<file path="src/rtl/pipe_reg_chain.sv">
// Valid/ready register pipeline with per-stage valids, bubble collapse, synchronous flush
// and an occupancy count.
module pipe_reg_chain #(
    parameter int unsigned      WIDTH       = 8,
    parameter int unsigned      DEPTH       = 3,
    parameter logic [WIDTH-1:0] RESET_VALUE = '0
) (
    input  logic                       clk,
    input  logic                       rst,
    input  logic                       flush,
    input  logic                       in_valid,
    output logic                       in_ready,
    input  logic [WIDTH-1:0]           in_data,
    output logic                       out_valid,
    input  logic                       out_ready,
    output logic [WIDTH-1:0]           out_data,
    output logic [$clog2(DEPTH+1)-1:0] occupancy
);

    localparam int unsigned CntW = $clog2(DEPTH + 1);

    logic [DEPTH-1:0] v_q, v_d;
    logic [WIDTH-1:0] d_q [DEPTH];
    logic [WIDTH-1:0] d_d [DEPTH];
    logic [DEPTH-1:0] up_v;
    logic [WIDTH-1:0] up_d [DEPTH];
    logic [DEPTH-1:0] rdy;

    // A stage can take new data if it is empty or its own content moves on this cycle.
    always_comb begin : ready_chain
        logic r;
        r = out_ready;
        for (int k = DEPTH - 1; k >= 0; k--) begin
            r      = !v_q[k] || r;
            rdy[k] = r;
        end
    end

    assign in_ready = rdy[0] && !flush;

    always_comb begin
        up_v[0] = in_valid;
        up_d[0] = in_data;
        for (int k = 1; k < DEPTH; k++) begin
            up_v[k] = v_q[k-1];
            up_d[k] = d_q[k-1];
        end
    end

    always_comb begin
        for (int k = 0; k < DEPTH; k++) begin
            v_d[k] = v_q[k];
            d_d[k] = d_q[k];
            if (rdy[k]) begin
                v_d[k] = up_v[k];
                if (up_v[k]) begin
                    d_d[k] = up_d[k];
                end
            end
        end
    end

    // Flush clears valids only; data registers keep their contents.
    always_ff @(posedge clk) begin
        if (rst) begin
            v_q <= '0;
            for (int k = 0; k < DEPTH; k++) begin
                d_q[k] <= RESET_VALUE;
            end
        end else if (flush) begin
            v_q <= '0;
        end else begin
            v_q <= v_d;
            d_q <= d_d;
        end
    end

    always_comb begin
        occupancy = '0;
        for (int k = 0; k < DEPTH; k++) begin
            occupancy = occupancy + CntW'(v_q[k]);
        end
    end

    assign out_valid = v_q[DEPTH-1];
    assign out_data  = d_q[DEPTH-1];

endmodule
</file>
<file path="config.mk">
export PLATFORM = sky130hd
export DESIGN_NAME = pipe_reg_chain
export DESIGN_NICKNAME = d
export VERILOG_FILES = /design/src/rtl/pipe_reg_chain.sv
export SDC_FILE = /design/constraint.sdc
export NUM_CORES = 1
export LEC_CHECK = 0
export BUFFER_PORTS_ARGS = -buffer_cell sky130_fd_sc_hd__buf_2
export CAP_MARGIN = 20
export CORE_MARGIN = 4
export CORE_UTILIZATION = 40
export DETAILED_ROUTE_END_ITERATION = 6
export PLACE_DENSITY = 0.71
export SYNTH_ARGS = -nofsm -noshare
export SYNTH_HDL_FRONTEND = slang
export SYNTH_SLANG_ARGS = --single-unit
</file>
<file path="constraint.sdc">
create_clock -name clk -period 2.7 [get_ports clk]
set_input_delay 0 -clock clk [delete_from_list [all_inputs] [get_ports clk]]
set_output_delay 0 -clock clk [all_outputs]
set_load 0.005 [all_outputs]
</file>
==> summary.log, run 1 <==
INFO  outcome        run_status=finished clean
INFO  global_routing grt-ovfl-total=0
INFO  die            floorplan.die.height=63.0um
INFO  layout         post_layout_nonfiller_instances=178
INFO  synthesis      synthesis.nets=139
INFO  layout         nets=162
INFO  worst_setup_path crit_required=2.97ns
INFO  power          vdd_drop_max=345uV
INFO  global_routing grt_pass1_vias=837
INFO  synthesis      netlist.top_cell.by_area=dfxtp_1
INFO  synthesis      yosysWarningCount=0
INFO  layout         num_antenna_cells=0
INFO  routing        ant_nets=0
INFO  die            dieArea=0.00397mm^2
INFO  sta            report.final.setup_viol=0
INFO  synthesis      syn_inst=125
INFO  clocking       post-cts-setup-buffer-count=0
INFO  run            max-cap-violations=0
INFO  sta            timing.fmax=611MHz
INFO  routing        routed_wl=2180um
INFO  power          leakage=0.573nW
INFO  synthesis      yosys.cell_types.count=20
INFO  die            core_area=0.00283mm^2
INFO  synthesis      synth-main-ff-cell=dfxtp_1
INFO  layout         final_layout_size_suffix_gt1_share=19.7%
INFO  global_routing groute.layer.met1.usage=15.8%
INFO  global_routing pin_count_of_the_biggest_net_entering_global_routing=36
INFO  global_routing use_met2=18.8%
INFO  power          post_layout_total_power=0.000637W
INFO  synthesis      synth_seq_cells=27
INFO  clocking       tritoncts=done
INFO  sta            hold_ws=0.0415ns
INFO  synthesis      syn-mean-instance-area=9.68um^2
INFO  die            initial_core_util=42.8%
INFO  placement      gp_congestion=0.769
INFO  synthesis      ys_seq_area_share=44.7%
INFO  sta            timing.final.hold_violations=0
INFO  worst_setup_path criticalPathCategory=flop to flop
INFO  synthesis      ys_top_cells_by_count=dfxtp_1, nand2b_1, mux2i_1
INFO  synthesis      yosys.area.top_type_share=44.7%
INFO  synthesis      post-synth-top-count-cell=dfxtp_1
INFO  synthesis      synth_edf_count=0
INFO  global_routing grt_antenna_before_repair=0
INFO  hold_path      hold_path_class=input pin to flop
INFO  routing        post_drt_wl_per_cell=12.3um
INFO  placement      portBuffers=24
INFO  power          power-per-cell-area=453mW/mm^2
INFO  layout         fin_area=0.00141mm^2
INFO  power          p_clk_share=26.2%
INFO  layout         nFillCells=281
INFO  die            num_rows=19
INFO  power          switching_share=21.8%
INFO  sta            relSlewSlack=57.1%
INFO  global_routing global_route.usage.total=11.8%
INFO  synthesis      async_flop_share=0%
INFO  power          internal_power=0.000498W
INFO  sta            total_negative_setup_slacks=0ns
INFO  sta            finalWorstPathRequiredPeriod=1.64ns
INFO  layout         area_delta_synth_final=16.2%
INFO  die            pin_count=25
INFO  worst_setup_path timing.critical_path.from_type=flop
INFO  routing        remaining_drc_errors=0
INFO  synthesis      syn-cell-area=0.00121mm^2
INFO  sta            rsz0062_at_grt=no
INFO  synthesis      synth_area_leaders=dfxtp_1, mux2i_1, nand2b_1
INFO  placement      placement.cell_area=0.00127mm^2
INFO  power          share_seq_of_total_power=64.4%
INFO  sta            final_max_slew_viol_count=0
INFO  clocking       post_cts.resized_instances=0
INFO  worst_setup_path worst-endpoint-arrival=1.90ns
INFO  clocking       worst_skew_pair_later_pin_latency=0.31ns
INFO  routing        routed_via_density=4.88
INFO  sta            max_slew.worst_pin.slew=0.643ns
INFO  routing        drt_iter0_drc=22
INFO  power          netSwitchingPower=0.000139W
INFO  worst_setup_path critical_path_peak_fanout=15
INFO  routing        drt-pass1-iter-count=4
INFO  die            die_width=63.0um
INFO  clocking       max-clock-path-buffers=2
INFO  clocking       cts_root_buffer=clkbuf_4
INFO  worst_setup_path setup.worst_path.end_class=flop
INFO  sta            min_period_over_period=60.6%
INFO  placement      place.detailed.hpwl=1580um
INFO  global_routing global_route_wire_length_before_repair=3850um
INFO  power          power.combinational.fraction=9.4%
INFO  routing        routed-via-count=868
INFO  global_routing grt_util_met3=3.96%
INFO  clocking       clock_sink_count=27
INFO  clocking       cts.reportedPaths.clkPinSlew=0.14ns
INFO  clocking       numCtsBuffers=3
INFO  placement      dp.cells=163
INFO  global_routing gr-max-usage-layer=met2
INFO  sta            finalClockSkew=0.00401ns
INFO  clocking       h_tree_level_count=1
[placed cells by master (no fill, tap or decap), drive strengths merged]
cell type,instances
or2b,1
o21ai,8
nand3,8
buf,24
inv,2
mux2i,16
fa,1
a311oi,1
nor2b,2
nand2b,25
a211oi,1
nor2,1
a31oi,2
a21oi,9
dlygate4sd3,11
a211o,1
dfxtp,27
clkbuf,4
nor3,3
[flip-flops by register name, indices dropped and copies added (netlist names)]
signal / flops
v_q: 3
out_data: 8
d_q: 16
[stage by stage]
stage | util (%) | setup WS (ns)
finish | 49.7 | 1.06
detailed placement | 44.9 | 1.21
floorplan | - | 1.39
global placement | 44.9 | 1.27
CTS | 49.7 | 1.06
global route | 49.7 | 0.882
[cell families (layout without fill, tap and decap cells)]
group,count (synthesis),count (layout),synth area share (%)
adders and majority gates,1,1,1.65
muxes,16,16,13.2
and+or+nand+nor,40,40,20.1
buffers and inverters,19,41,8.79
AOI/OAI and AO/OA,22,22,11.6
DFF,27,27,44.7
[layer usage]
layer	share of wire (%)	routed length, um
met1	49	1070
met2	45	989
met3	5.3	115
met4	0.46	10
met5	0	0
[area by class of cell]
cell class                 count  area [um^2]  area share (%)
tap                           31         38.8            2.76
inverter                       2         7.51           0.534
multi-input combinational     79          563            40.0
timing repair buffer          35          230            16.4
clock buffer                   4         26.3            1.87
sequential                    27          541            38.4
[timing repair]
action | 4_1_cts | 5_1_grt
endpoints found under the hold margin | 11 | 0
endpoints found under the setup margin | 0 | 0
hold buffers | 11 | 0
[worst paths after layout]
path / from / depth (start not counted) / end / slack (ns)
min reg2reg: d_q[8]$_SDFFE_PP0P_ / 2 / out_data[0]$_SDFFE_PP0P_ / 0.48
max reg2reg: v_q[2]$_SDFFE_PP0P_ / 4 / v_q[0]$_SDFFE_PP0P_ / 1.06
min: out_ready / 4 / v_q[2]$_SDFFE_PP0P_ / 0.04
max: v_q[2]$_SDFFE_PP0P_ / 4 / v_q[0]$_SDFFE_PP0P_ / 1.06
[worst max-delay path, cell delays in order (launching register included)]
cell and delay [ns]:
dfxtp_1 0.41, nor2b_4 0.36, a31oi_1 0.13, nor3_1 0.13, dlygate4sd3_1 0.57
[power groups by stage]
stage                     Combinational [W]  Clock, W  Sequential [W]
after global routing              0.0000668  0.000194        0.000412
after floorplan                   0.0000341         0        0.000418
after global placement            0.0000463         0        0.000419
final                             0.0000598  0.000167        0.000410
after CTS                         0.0000597  0.000178        0.000411
after detailed placement          0.0000483         0        0.000419
(Power assumes the default switching activity.)
==> run 2, diff against run 1 <==
- ABC_AREA: not set -> 1
- PLACE_DENSITY: 0.71 -> 0.72
- clock period: 2.7 -> 1.59 ns (I/O delays scaled with it)
==> run 2 against run 1 <==
  * Global-route usage up 0.83 points
  * Cell count up 14%
  * Clock-buffer cell count down 1
  * Combinational power up 67%
  * Critical path depth down 2
  * Area after synthesis down 4.3%
  * Power up 73%
  * Highest routed layer is now met3
==> summary.log, run 2 <==
INFO  synthesis      syn-cell-area=0.00116mm^2 [was 0.00121 mm^2]
INFO  power          share_seq_of_total_power=64.0% [was 64.4%]
INFO  worst_setup_path timing.rr.start=v_q[2]$_SDFFE_PP0P_ [unchanged]
INFO  synthesis      netlist.top_cell.by_area=dfxtp_1 [unchanged]
INFO  global_routing grt_pass1_vias=871 [was 837]
INFO  routing        post_drt_wl_per_cell=10.5um [was 12.3 um]
INFO  sta            finalWorstPathRequiredPeriod=1.39ns
INFO  power          switching_share=24.0% [was 21.8%]
INFO  layout         max_flop_register=d_q [unchanged]
INFO  die            die_width=61.8um [was 63.0 um]
INFO  worst_setup_path crit_required=1.59ns [was 2.97 ns]
INFO  hold_path      worst_hold_path.endpoint=d_q[23]$_SDFFE_PP0P_ [was v_q[2]$_SDFFE_PP0P_]
INFO  die            num_rows=19 [unchanged]
INFO  synthesis      synth_edf_count=0 [unchanged]
INFO  synthesis      yosys.area_share.xor_xnor=0% [unchanged]
INFO  global_routing pin_count_of_the_biggest_net_entering_global_routing=19 [was 36]
INFO  sta            max_slew.worst_pin.slew=0.346ns [was 0.643 ns]
INFO  clocking       cts_root_buffer=clkbuf_4 [unchanged]
INFO  worst_setup_path r2r-end=out_data[6]$_SDFFE_PP0P_ [was v_q[0]$_SDFFE_PP0P_]
INFO  sta            timing.final.hold_violations=0 [unchanged]
INFO  power          p_clk_share=26.9% [was 26.2%]
INFO  sta            report.final.setup_viol=0 [unchanged]
INFO  placement      gp_congestion=0.743 [was 0.769]
INFO  routing        routed_wl=2130um [was 2180 um]
INFO  layout         largest_register_ffs=16 [unchanged]
INFO  die            floorplan.die.height=61.8um [was 63.0 um]
INFO  synthesis      synthMuxAreaShare=0% [was 13.2%]
INFO  global_routing global_route_wire_length_before_repair=3680um [was 3850 um]
INFO  placement      portBuffers=24 [unchanged]
INFO  die            pin_count=25 [unchanged]
INFO  sta            rsz0062_at_grt=no [unchanged]
INFO  synthesis      ys_seq_area_share=46.7% [was 44.7%]
INFO  worst_setup_path worst-endpoint-arrival=1.39ns [was 1.90 ns]
INFO  sta            finalClockSkew=0.00485ns [was 0.00401 ns]
INFO  worst_setup_path criticalPathCategory=flop to output pin [was flop to flop]
INFO  power          netSwitchingPower=0.000264W [was 0.000139 W]
INFO  layout         nets=187 [was 162]
INFO  routing        routed-via-count=973 [was 868]
INFO  worst_setup_path critical_path_peak_fanout=4 [was 15]
INFO  die            initial_core_util=42.0% [was 42.8%]
INFO  routing        drt_iter0_drc=35 [was 22]
INFO  sta            relSlewSlack=76.8% [was 57.1%]
INFO  synthesis      ys_top_cells_by_count=a21oi_1, dfxtp_1, nand2_1 [was dfxtp_1, nand2b_1, mux2i_1]
INFO  worst_setup_path setup.worst_path.end_class=output pin [was flop]
INFO  sta            final_max_slew_viol_count=0 [unchanged]
INFO  hold_path      hold_path_class=input pin to flop [unchanged]
INFO  layout         final_core_util=49.0% [was 49.7%]
INFO  clocking       max-clock-path-buffers=2 [unchanged]
INFO  outcome        run_status=finished clean [unchanged]
INFO  power          leakage=0.576nW [was 0.573 nW]
INFO  sta            min_period_over_period=87.6%
INFO  layout         mostFrequentLayoutCells=nand2_1, a21oi_1, dfxtp_1, nand3_1, buf_2 [was dfxtp_1, nand2b_1, buf_2, mux2i_1, dlygate4sd3_1]
INFO  sta            timing.fmax=718MHz
INFO  clocking       tritoncts=done [unchanged]
INFO  global_routing grt_antenna_before_repair=0 [unchanged]
INFO  worst_setup_path reg2reg_depth=4 [unchanged]
INFO  layout         num_antenna_cells=0 [unchanged]
INFO  synthesis      syn-mean-instance-area=7.82um^2 [was 9.68 um^2]
INFO  routing        drt-pass1-iter-count=4 [unchanged]
INFO  die            core_area=0.00276mm^2 [was 0.00283 mm^2]
INFO  power          internal_power=0.000837W [was 0.000498 W]
INFO  hold_path      hold_path.startpoint=in_data[7] [was out_ready]
INFO  worst_setup_path r2r_setup_slack=0.36ns [was 1.06 ns]
INFO  synthesis      yosysWarningCount=0 [unchanged]
INFO  sta            total_negative_setup_slacks=0ns [unchanged]
INFO  synthesis      synth_top_family_by_area=simple AND/OR/NAND/NOR gates [unchanged]
INFO  clocking       clock_sink_count=27 [unchanged]
INFO  run            max-cap-violations=0 [unchanged]
INFO  synthesis      syn_inst=148 [was 125]
INFO  layout         final_layout_size_suffix_gt1_share=20.3% [was 19.7%]
INFO  synthesis      synth_seq_cells=27 [unchanged]
INFO  power          power.combinational.fraction=9.1% [was 9.4%]
INFO  synthesis      yosys.area.top_type_share=46.7% [was 44.7%]
INFO  clocking       h_tree_level_count=1 [unchanged]
INFO  placement      place.detailed.hpwl=1570um [was 1580 um]
INFO  clocking       worst_skew_pair_later_pin_latency=0.32ns [was 0.31 ns]
INFO  synthesis      synth_compound_area_share=11.7% [was 11.6%]
INFO  worst_setup_path timing.critical_path.from_type=flop [unchanged]
INFO  synthesis      synth-main-ff-cell=dfxtp_1 [unchanged]
INFO  die            dieArea=0.00382mm^2 [was 0.00397 mm^2]
INFO  synthesis      post_synth_fa_ha_maj_area_fraction=1.73% [was 1.65%]
INFO  global_routing grt-ovfl-total=0 [unchanged]
INFO  routing        remaining_drc_errors=0 [unchanged]
INFO  routing        ant_nets=0 [unchanged]
INFO  power          power-per-cell-area=816mW/mm^2 [was 453 mW/mm^2]
INFO  synthesis      fraction_of_the_mapped_netlist_area_in_simple_logic_gates=27.7% [was 20.1%]
INFO  routing        routed_via_density=4.79 [was 4.88]
INFO  global_routing global_route.usage.total=12.7% [was 11.8%]
INFO  clocking       cts.reportedPaths.clkPinSlew=0.14ns [about the same]
INFO  clocking       numCtsBuffers=3 [unchanged]
INFO  synthesis      async_flop_share=0% [unchanged]
INFO  layout         area_delta_synth_final=16.6% [was 16.2%]
INFO  synthesis      synthesis.nets=162 [was 139]
INFO  synthesis      yosys.cell_types.count=16 [was 20]
INFO  synthesis      synth_area_leaders=dfxtp_1, a21oi_1, nand3_1 [was dfxtp_1, mux2i_1, nand2b_1]
INFO  hold_path      min_path_cells=5 [was 4]
INFO  power          vdd_drop_max=604uV [was 345 uV]
-- run 2: cell types whose count changed in the layout (fill, tap and decap cells not counted), sizes merged, moves of 3 or more --
cell	previous run	this run
a21oi	9	27
dlygate4sd3	11	8
inv	2	14
mux2i	16	0
nand2	0	29
nand2b	25	0
nand3	8	25
nor2	1	11
nor3	3	0
o21ai	8	0
-- run 2: worst max-delay path, stage by stage, from the launching register on --
cell	delay [ns]
dfxtp_1	0.49
fa_1	0.45
buf_2	0.13
-- run 2: metrics by stage --
stage / setup slack (ns) / hold slack [ns] / instance area, um^2 / total power, W / cells
after global placement: 0.391 / 0.306 / 1230 / 0.000800 / 191
final: 0.198 / 0.0109 / 1350 / 0.00110 / 203
after CTS: 0.0592 / 0.00173 / 1340 / 0.00111 / 203
after global routing: 0.0799 / 0.0223 / 1350 / 0.00115 / 203
after detailed placement: 0.331 / 0.328 / 1230 / 0.000804 / 191
after floorplan: 0.453 / 0.115 / 1160 / 0.000776 / 148
-- run 2: timing repair --
item / in CTS / in global routing
endpoints found under the hold margin: 8 / 0
gates resized for setup: 0 / 1
hold buffers: 8 / 0
buffers inserted: 0 / 0
setup endpoints to repair: 0 / 1
-- run 2: worst max path at each step --
stage	start	slack [ns]	cells after the start	end
2_1_floorplan	v_q[2]$_SDFFE_PP0P_	0.45	4	d_q[16]$_SDFFE_PP0P_
3_3_place_gp	v_q[2]$_SDFFE_PP0P_	0.39	3	d_q[18]$_SDFFE_PP0P_
3_5_place_dp	v_q[2]$_SDFFE_PP0P_	0.33	3	d_q[19]$_SDFFE_PP0P_
4_1_cts	v_q[2]$_SDFFE_PP0P_	0.06	4	in_ready
5_1_grt	v_q[2]$_SDFFE_PP0P_	0.08	4	in_ready
6_report	v_q[1]$_SDFFE_PP0P_	0.20	2	occupancy[0]
-- run 2: power by group through the flow --
stage                     clock, W  sequential, W  combinational (W)
after floorplan                  0       0.000716          0.0000598
after global placement           0       0.000719          0.0000809
after detailed placement         0       0.000719          0.0000846
after CTS                 0.000303       0.000705          0.0000992
after global routing      0.000331       0.000708           0.000115
final                     0.000296       0.000705           0.000100
-- run 2: layer usage --
layer | track usage (%) | wire, um | vias to the layer above
li1 | - | - | 529
met1 | 16.7 | 1040 | 422
met2 | 20.6 | 969 | 22
met3 | 4.34 | 117 | 0
met4 | 1.82 | 0 | 0
met5 | 0 | 0 | -
-- run 2: cell families after synthesis --
| logic type | Yosys count |
|---|---|
| adders and majority gates | 1 |
| DFF | 27 |
| AOI/OAI and AO/OA | 27 |
| buffers and inverters | 27 |
| and+or+nand+nor | 66 |
-- run 2: area by class of cell --
class,instances,area [um^2]
inverter,15,56.3
clock buffer,3,22.5
clock inverter,1,7.51
fill,283,1410
multi-input combinational,94,484
tap,31,38.8
sequential,27,541
timing repair buffer,32,200
